`config.mk`:
```
export PLATFORM = sky130hd
export DESIGN_NAME = uart_rx_ms
export DESIGN_NICKNAME = d
export VERILOG_FILES = /design/src/rtl/uart_rx_ms.sv
export SDC_FILE = /design/constraint.sdc
export NUM_CORES = 1
export LEC_CHECK = 0
export BUFFER_PORTS_ARGS = -buffer_cell sky130_fd_sc_hd__buf_4
export CAP_MARGIN = 25
export CORE_MARGIN = 2
export CORE_UTILIZATION = 50
export DETAILED_ROUTE_END_ITERATION = 8
export PLACE_DENSITY = 0.77
export SYNTH_ARGS = -nofsm -noshare
export SYNTH_HDL_FRONTEND = slang
export SYNTH_SLANG_ARGS = --single-unit
```
`constraint.sdc`:
```
create_clock -name clk -period 5.8 [get_ports clk]
set_input_delay 1.16 -clock clk [delete_from_list [all_inputs] [get_ports clk]]
set_output_delay 1.16 -clock clk [all_outputs]
set_load 0.05 [all_outputs]
```
`src/rtl/uart_rx_ms.sv`:
```
// Oversampling UART receiver with majority-vote bit sampling, configurable
// framing (parity, one or two stop bits), break detection and a
// first-word-fall-through receive FIFO with a sticky overflow flag.
module uart_rx_ms #(
    parameter int DATA_BITS  = 8,
    parameter int OVS        = 16,
    parameter int FIFO_DEPTH = 8,
    parameter int DIV_W      = 12
) (
    input  logic                          clk,
    input  logic                          reset,
    input  logic [DIV_W-1:0]              baud_div,
    input  logic                          parity_en,
    input  logic                          parity_odd,
    input  logic                          two_stop,
    input  logic                          rx_in,
    output logic [DATA_BITS-1:0]          rx_data,
    output logic                          rx_par_err,
    output logic                          rx_frm_err,
    output logic                          rx_brk,
    output logic                          rx_valid,
    input  logic                          rx_ready,
    output logic [$clog2(FIFO_DEPTH):0]   level,
    output logic                          overflow,
    input  logic                          ovf_clr
);

    localparam int SW = $clog2(OVS);
    localparam int BW = $clog2(DATA_BITS);
    localparam int AW = $clog2(FIFO_DEPTH);
    localparam int EW = DATA_BITS + 3;

    localparam logic [SW-1:0] S_MID_LO = SW'(OVS/2 - 1);
    localparam logic [SW-1:0] S_MID    = SW'(OVS/2);
    localparam logic [SW-1:0] S_MID_HI = SW'(OVS/2 + 1);
    localparam logic [SW-1:0] S_LAST   = SW'(OVS - 1);
    localparam logic [BW-1:0] B_LAST   = BW'(DATA_BITS - 1);
    localparam logic [AW:0]   FULL_LVL = (AW+1)'(FIFO_DEPTH);

    typedef enum logic [2:0] {
        ST_IDLE, ST_START, ST_DATA, ST_PARITY, ST_STOP1, ST_STOP2, ST_BRKWAIT
    } state_t;

    logic                 r_sync1, r_sync2;
    logic                 w_rxs;
    logic [DIV_W-1:0]     r_tick_cnt;
    logic [DIV_W-1:0]     w_div_m1;
    logic                 w_tick;
    state_t               r_state, w_next;
    logic [SW-1:0]        r_samp_cnt;
    logic                 r_s0, r_s1;
    logic                 w_maj, w_mid_hi, w_bit_end, w_start;
    logic [BW-1:0]        r_bit_cnt;
    logic [DATA_BITS-1:0] r_shift;
    logic                 r_par_bit, r_stop1;
    logic                 r_cfg_par_en, r_cfg_odd, r_cfg_two;
    logic                 w_stop1_val, w_brk, w_frm, w_par, w_push;
    logic [EW-1:0]        w_entry;

    logic [EW-1:0]        r_mem [FIFO_DEPTH];
    logic [AW-1:0]        r_wr_ptr, r_rd_ptr;
    logic [AW:0]          r_level;
    logic                 r_overflow;
    logic                 w_full, w_pop, w_wr, w_drop;
    logic [EW-1:0]        w_head;

    assign w_rxs     = r_sync2;
    assign w_div_m1  = (baud_div == '0) ? '0 : baud_div - DIV_W'(1);
    assign w_tick    = (r_tick_cnt == w_div_m1);
    assign w_maj     = (r_s0 & r_s1) | (r_s0 & w_rxs) | (r_s1 & w_rxs);
    assign w_mid_hi  = w_tick && (r_samp_cnt == S_MID_HI);
    assign w_bit_end = w_tick && (r_samp_cnt == S_LAST);
    assign w_start   = (r_state == ST_IDLE) && !w_rxs;

    // Frame status as seen at the mid-sample of the last stop bit.
    assign w_stop1_val = (r_state == ST_STOP1) ? w_maj : r_stop1;
    assign w_brk   = (r_shift == '0) && (!r_cfg_par_en || !r_par_bit) && !w_stop1_val;
    assign w_frm   = !w_stop1_val || ((r_state == ST_STOP2) && !w_maj) || w_brk;
    assign w_par   = r_cfg_par_en && ((^r_shift) ^ r_par_bit ^ r_cfg_odd);
    assign w_entry = {w_brk, w_frm, w_par, r_shift};

    // Two-flop synchronizer for the asynchronous serial line, idling high.
    // NOTE: sequential state uses non-blocking assignments so every flop samples pre-edge values.
    always_ff @(posedge clk) begin
        if (!reset) begin
            r_sync1 <= 1'b1;
            r_sync2 <= 1'b1;
        end else begin
            r_sync1 <= rx_in;
            r_sync2 <= r_sync1;
        end
    end

    // Oversample tick generator, realigned to the falling edge of a start bit.
    always_ff @(posedge clk) begin
        if (!reset || w_start || w_tick) r_tick_cnt <= '0;
        else                             r_tick_cnt <= r_tick_cnt + DIV_W'(1);
    end

    // Receiver state register.
    always_ff @(posedge clk) begin
        if (!reset) r_state <= ST_IDLE;
        else        r_state <= w_next;
    end

    // Next-state decode and push request.
    // NOTE: defaults come first so no path through the case leaves a signal unassigned (no latches).
    always_comb begin
        w_next = r_state;
        w_push = 1'b0;
        case (r_state)
            ST_IDLE:    if (!w_rxs) w_next = ST_START;
            ST_START: begin
                if (w_mid_hi && w_maj) w_next = ST_IDLE;
                else if (w_bit_end)    w_next = ST_DATA;
            end
            ST_DATA:
                if (w_bit_end && (r_bit_cnt == B_LAST))
                    w_next = r_cfg_par_en ? ST_PARITY : ST_STOP1;
            ST_PARITY:  if (w_bit_end) w_next = ST_STOP1;
            ST_STOP1: begin
                if (w_mid_hi && !r_cfg_two) begin
                    w_push = 1'b1;
                    w_next = w_brk ? ST_BRKWAIT : ST_IDLE;
                end else if (w_bit_end) begin
                    w_next = ST_STOP2;
                end
            end
            ST_STOP2: begin
                if (w_mid_hi) begin
                    w_push = 1'b1;
                    w_next = w_brk ? ST_BRKWAIT : ST_IDLE;
                end
            end
            ST_BRKWAIT: if (w_rxs) w_next = ST_IDLE;
            default:    w_next = ST_IDLE;
        endcase
    end

    // Bit sampling, majority capture, data shift and frame config latch.
    always_ff @(posedge clk) begin
        if (!reset) begin
            r_samp_cnt   <= '0;
            r_bit_cnt    <= '0;
            r_s0         <= 1'b0;
            r_s1         <= 1'b0;
            r_shift      <= '0;
            r_par_bit    <= 1'b0;
            r_stop1      <= 1'b0;
            r_cfg_par_en <= 1'b0;
            r_cfg_odd    <= 1'b0;
            r_cfg_two    <= 1'b0;
        end else if (r_state == ST_IDLE) begin
            r_samp_cnt <= '0;
            r_bit_cnt  <= '0;
            if (!w_rxs) begin
                r_cfg_par_en <= parity_en;
                r_cfg_odd    <= parity_odd;
                r_cfg_two    <= two_stop;
            end
        end else if (w_tick) begin
            r_samp_cnt <= (r_samp_cnt == S_LAST) ? '0 : r_samp_cnt + SW'(1);
            if (r_samp_cnt == S_MID_LO) r_s0 <= w_rxs;
            if (r_samp_cnt == S_MID)    r_s1 <= w_rxs;
            if (r_samp_cnt == S_MID_HI) begin
                case (r_state)
                    ST_DATA:   r_shift   <= {w_maj, r_shift[DATA_BITS-1:1]};
                    ST_PARITY: r_par_bit <= w_maj;
                    ST_STOP1:  r_stop1   <= w_maj;
                    default:   ;
                endcase
            end
            if ((r_samp_cnt == S_LAST) && (r_state == ST_DATA))
                r_bit_cnt <= r_bit_cnt + BW'(1);
        end
    end

    assign w_full = (r_level == FULL_LVL);
    assign w_pop  = rx_valid && rx_ready;
    assign w_wr   = w_push && (!w_full || w_pop);
    assign w_drop = w_push && w_full && !w_pop;

    // FIFO storage; the head is gated to zero whenever the FIFO is empty.
    // NOTE: the storage array has no reset; valid data is tracked by the pointers and level.
    always_ff @(posedge clk) begin
        if (w_wr) r_mem[r_wr_ptr] <= w_entry;
    end

    // FIFO pointers, occupancy and sticky overflow (set beats clear).
    always_ff @(posedge clk) begin
        if (!reset) begin
            r_wr_ptr   <= '0;
            r_rd_ptr   <= '0;
            r_level    <= '0;
            r_overflow <= 1'b0;
        end else begin
            if (w_wr)  r_wr_ptr <= r_wr_ptr + AW'(1);
            if (w_pop) r_rd_ptr <= r_rd_ptr + AW'(1);
            case ({w_wr, w_pop})
                2'b10:   r_level <= r_level + (AW+1)'(1);
                2'b01:   r_level <= r_level - (AW+1)'(1);
                default: r_level <= r_level;
            endcase
            if (w_drop)       r_overflow <= 1'b1;
            else if (ovf_clr) r_overflow <= 1'b0;
        end
    end

    assign w_head     = r_mem[r_rd_ptr];
    assign rx_valid   = (r_level != '0);
    assign rx_data    = rx_valid ? w_head[DATA_BITS-1:0] : '0;
    assign rx_par_err = rx_valid && w_head[DATA_BITS];
    assign rx_frm_err = rx_valid && w_head[DATA_BITS+1];
    assign rx_brk     = rx_valid && w_head[DATA_BITS+2];
    assign level      = r_level;
    assign overflow   = r_overflow;

endmodule

```
Word-level counts from Yosys, hierarchy flattened. Memory sizes are Yosys's and may differ from the RTL's. A register that Yosys moved wholly into a read port is not among the register bits. Index checks and enable logic that the tools add are counted.

Register bits: 50. RAM bits: 88. Bits of input ports: 20. Output and inout port bits: 17. Memories: 1.

Memory list: r_mem (depth 8, width 11, read ports 1, clocked after memory_dff 1, wr ports 1, RTL line 60) `logic [EW-1:0] r_mem [FIFO_DEPTH];`.

Add/sub/neg operators: 8. Equality and inequality tests: 22. Muxes and demuxes: 26. Bitwise gates (word level): 10. Reduce and logical (&&, ||, !) cells: 49.

Operator list (count): two-way mux 3 bit (13); one-hot mux 3 bit (7 select lines) (1); logical AND 1 bit (18); == test 4 bit (second input constant) (4); adder 12 x 1 -> 12 bit (second input constant) (1); == test 12 bit (1); == test 3 bit (second input constant) (4); zero test 12 bit (1); two-way mux 12 bit (1); subtractor 12 x 1 -> 12 bit (second input constant) (1); inequality test 2 bit (second input constant) (5); adder 3 x 1 -> 3 bit (second input constant) (3); zero test 1 bit (9); AND reduction 3 bit (3); adder 4 x 1 -> 4 bit (second input constant) (2); zero test 8 bit (1); two-way mux 8 bit (1); one-hot mux 4 bit (2 select lines) (1); AND reduction 4 bit (2); XOR reduction 8 bit (1); two-way mux 1 bit (7); AND reduction 7 bit (1); == test 3 x 2 -> 1 bit (second input constant) (2); logical OR 1 bit (6); other kinds (18) (26).

Longest topological paths before layout.
Depth after elaboration: 10. Gate-level depth with buffers: 18. Depth with buffers taken out: 17.

Worst setup path after synthesis. No wires, ideal clock.

Path type: in2reg. From: input port baud_div[0]. To: register r_level[3], in the netlist level[3]. Setup time: 0.120 ns. Data arrival time: 4.913 ns. Data required time: 5.680 ns. Slack: 0.767 ns. Stages: 17. Cells stage by stage: inv_1 > ha_1 > or4b_4 > nor4_4 > mux2i_1 > a221o_1 > nor4_4 > and4_1 > clkbuf_1 > or2_2 > inv_1 > ha_1 > a21o_1 > a21oi_1 > or3b_1 > o211a_1 > o31a_1.

Cells in the longest elaborated chain, start to end: 10. Elaborated cells between the ends (all ways): 14.

RTL lines: start: declaration (RTL line 12) `input logic [DIV_W-1:0] baud_div,`; subtractor 12 x 1 -> 12 bit / zero test 12 bit (equally long branches) (RTL line 68) `assign w_div_m1 = (baud_div == '0) ? '0 : baud_div - DIV_W'(1);`; two-way mux 12 bit (*) (RTL line 68); == test 12 bit (*) (RTL line 69) `assign w_tick = (r_tick_cnt == w_div_m1);`; logical AND 1 bit (*) (RTL line 71) `assign w_mid_hi = w_tick && (r_samp_cnt == S_MID_HI);`; logical AND 1 bit (RTL line 122) `if (w_mid_hi && !r_cfg_two) begin`; two-way mux 1 bit (RTL line 122); one-hot mux 1 bit (2 select lines) (*) (RTL line 111) `case (r_state)`; logical AND 1 bit (*) (RTL line 180) `assign w_wr = w_push && (!w_full || w_pop);`; == test 2 x 1 -> 1 bit / == test 2 bit (equally long branches) (RTL line 199) `case ({w_wr, w_pop})`; one-hot mux 4 bit (2 select lines) / nonzero test 2 bit (equally long branches); end signal: assignment (RTL line 200) `2'b10: r_level <= r_level + (AW+1)'(1);`; end signal: assignment (RTL line 201) `2'b01: r_level <= r_level - (AW+1)'(1);`; end signal: assignment (RTL line 202) `default: r_level <= r_level;`; end: declaration (RTL line 62) `logic [AW:0] r_level;`.

Mark *: on every way between the ends. The rest lies on a longest branch, timed or not. A chain may end at the register's enable or synchronous reset.

Worst setup path in the final report. Ends and elaborated chain as after synthesis.

==> summary.md <==
| Metric | Value |
|---|---|
| Status | complete, no violations |
| Worst hold path stage count | 1 |
| VDD IR max | 0.167 mV |
| Pint | 1.78 mW |
| Gr ovfl total | 0 |
| Min cycle time layout | 4.95 ns |
| DRT iter0 DRCs | 382 |
| Reg-to-Reg Start | r_tick_cnt[0] |
| Setup TNS | 0 ns |
| Commonest cells post-synth | edfxtp_1, dfxtp_1, nor2_1 |
| Clk sink count | 141 |
| Die area | 0.0147 mm^2 |
| # IOs | 37 |
| Initial antenna violation count | 0 |
| Top-area cell type share of the netlist area | 0.385 |
| Switch share | 0.240 |
| RSZ-0062 raised after global routing | no |
| Initial Utilization | 0.516 |
| Uppermost layer routed | met4 |
| Synth-to-Final Area Change | 15.4% |
| Worst-margin pin slew | ~0.93 ns |
| WL met2 | 7.35 mm |
| Worst-Skew Late Latency | around 0.42 ns |
| Switching power | 564 uW |
| Die width | 121 um |
| Via count | 4609 |
| Share of cells above drive strength 1 | 0.193 |
| Count leader, synth | edfxtp_1 |
| CTS root buf | clkbuf_16 |
| Mapped cell area | just under 0.007 mm^2 |
| Yosys reg bits | between 100 and 150 |
| Critical R2R Capture | level[3] |
| Pin count of the biggest net entering global routing | 36 |
| All-layer global routing usage | 0.208 |
| M1 WL | 6.24 mm |
| Placed Cells | 767 |
| Register share of total power | 0.469 |
| Die Span Y | between 100 and 150 um |
| CTS tree | yes |
| Setup Viol. Count Final | 0 |
| Async SR Flop Fraction | 0 |
| Required time of the critical path | 6.10 ns |
| Fmax | 202 MHz |
| Synth Instances | 572 |
| # DRC | 0 |
| Metal3 WL | 671 um |
| Area contributors post-synth | edfxtp_1, dfxtp_1, mux4_2 |
| Hold_buf cts | 0 |
| Syn_nets | 608 |
| Min-delay src | r_sync1 |
| Clock Power Share | 0.454 |
| Worst-path maximum fanout | 8 |
| First-pass GRT wire length | 23.6 mm |
| Critical path class | in2reg |
| Clock skew | ~0.0073 ns |
| Post-CTS Setup Bufs | 0 |
| Yosys warnings | 0 |
| Final Non-Filler Cells | between 700 and 800 |
| Core area | 0.0133 mm^2 |
| Yosys cell types | between 70 and 80 |
| Final hold vios | 0 |
| Max-Cap Viols | 0 |
| Period utilization | 0.854 |
| Antenna-violating nets left | 0 |
| Hpwl dp | just under 10 mm |
| Num CTS Buffers | 17 |
| Crit end category | flip-flop |
| GPL Wtd Cong | 0.840 |
| IO Port Bufs | 36 |
| Slew Limit Fails | 0 |
| Reg2reg setup slack | 2.13 ns |
| Slew headroom | 0.376 |
| Main synth FF type | edfxtp_1 |
| Static leakage | 2.79 nW |
| Startpoint Class | input pin |
| Synth area leader | edfxtp_1 |
| Hold endpoint | r_sync2 |
| Syn Area/Cell | 12.0 um^2 |
| Via/cell ratio | 5.77 |
| CTS resizes | 0 |
| Reg2reg path depth | 14 |
| Sequential element share of the synthesized area | 0.540 |
| Routed Wire Length | between 10 and 15 mm |
| Layout Cell Area excl Fill | 0.00791 mm^2 |
| Bufs on Longest Clock Path | 2 |
| Worst path arrival time | 5.26 ns |
| # H-tree levels | 4 |
| Placed inst area | 0.00732 mm^2 |
| Clk slew on worst S/H paths | 0.06 ns |
| HP Class | reg2reg |
| Logic pwr share | 0.076 |
| EDFF count, synth | 88 |
| Drt pass-1 iters | 5 |
| Power density cells | 297 mW/mm^2 |
| Site row count | 42 |
| Vias in the first global route | 4631 |
| WL/cell | 18.0 um |
| Fin nets | ~650 |
| Antenna diode count | 0 |
## layout by cell type, fill, tap and decap left out, types with 3 or more instances in the layout
cell type  count
xnor2_1       17
inv_1         27
a31oi_1        4
ha_1          15
or2_2          3
edfxtp_1      88
nor3b_1        3
a21boi_0       6
o21ai_0       13
nor2_1        52
nand2_1       24
o21a_1         4
o22ai_1        4
nand4_1        5
a211oi_1       4
buf_4         46
or3_1          7
nor2b_1       11
clkbuf_16     17
a21o_1         3
nor3_2         3
inv_6          5
nor4_4         3
xor2_1         9
dfxtp_1       53
mux2i_1       29
a21oi_1       20
o31ai_1        3
and3_1         4
nor3_1        13
nand3_1       25
nand2b_1       5
and2_1        16
or4_1          3
mux4_2        22
## logic make-up (layout without fill, tap and decap cells)
logic type | Yosys count | in the layout | share of synthesized area
flops | 141 | 141 | 0.540
buf+inv | 56 | 107 | 0.0318
xor+xnor | 27 | 27 | 0.0365
compound gates | 84 | 84 | 0.0821
simple gates | 194 | 194 | 0.160
fa+ha+maj | 17 | 17 | 0.0318
mux | 53 | 53 | 0.118
## power by group through the flow
stage	Clock (mW)	Sequential, mW	Combinational, mW
after floorplan	0	1.10	0.141
after global placement	0	1.12	0.168
after detailed placement	0	1.12	0.174
after CTS	1.08	1.10	0.176
after global routing	1.13	1.10	0.201
final	1.07	1.10	0.179
## registers in the layout, summed over array words and instances (netlist names), 3 cells and up, named ones only
signal	flops
r_mem	88
r_shift	8
r_wr_ptr	3
r_samp_cnt	4
r_state	3
r_rd_ptr	3
r_tick_cnt	12
r_bit_cnt	3
level	4
## per-stage QoR
| stage | hold WS [ns] | setup WS [ns] | total power, mW | utilization |
|---|---|---|---|---|
| 6_report | 0.406 | 0.847 | 2.35 | 0.595 |
| 3_3_place_gp | 0.390 | 0.566 | 1.29 | 0.550 |
| 2_1_floorplan | 0.386 | 0.767 | 1.24 | - |
| 5_1_grt | 0.418 | 0.582 | 2.43 | 0.595 |
| 3_5_place_dp | 0.393 | 0.492 | 1.30 | 0.551 |
| 4_1_cts | 0.408 | 0.908 | 2.36 | 0.595 |
## area by class of cell
cell class                      instances  area [um^2]
Clock buffer                           18          429
Clock inverter                         14          156
Fill cell                            1031         5390
Inverter                               28          105
Multi-Input combinational cell        375         2930
Sequential cell                       141         3700
Tap cell                              176          220
Timing Repair Buffer                   47          360
## critical path, stage by stage
cell and delay, ns:
buf_4 0.13, inv_1 0.06, ha_1 0.27, nor4b_2 0.63, a21oi_1 0.14, o221ai_1 0.23, or3b_1 0.41, nor4_4 0.41
and4_1 0.29, or2_2 0.14, inv_1 0.06, ha_1 0.27, a21o_1 0.18, a21oi_1 0.28, nand2_1 0.11, o211a_1 0.22
o31a_1 0.27
## layer usage
metal	vias to the layer above	track usage
li1	2197	-
met1	2269	0.269
met2	133	0.349
met3	10	0.0475
met4	0	0.0654
met5	-	0
## worst max-delay path by stage
| stage | from | endpoint |
|---|---|---|
| 3_3_place_gp | baud_div[0] | level[3] |
| 2_1_floorplan | baud_div[0] | level[3] |
| 5_1_grt | baud_div[0] | level[3] |
| 3_5_place_dp | baud_div[0] | level[3] |
| 6_report | baud_div[0] | level[3] |
| 4_1_cts | baud_div[0] | level[3] |
(Power assumes the default switching activity.)
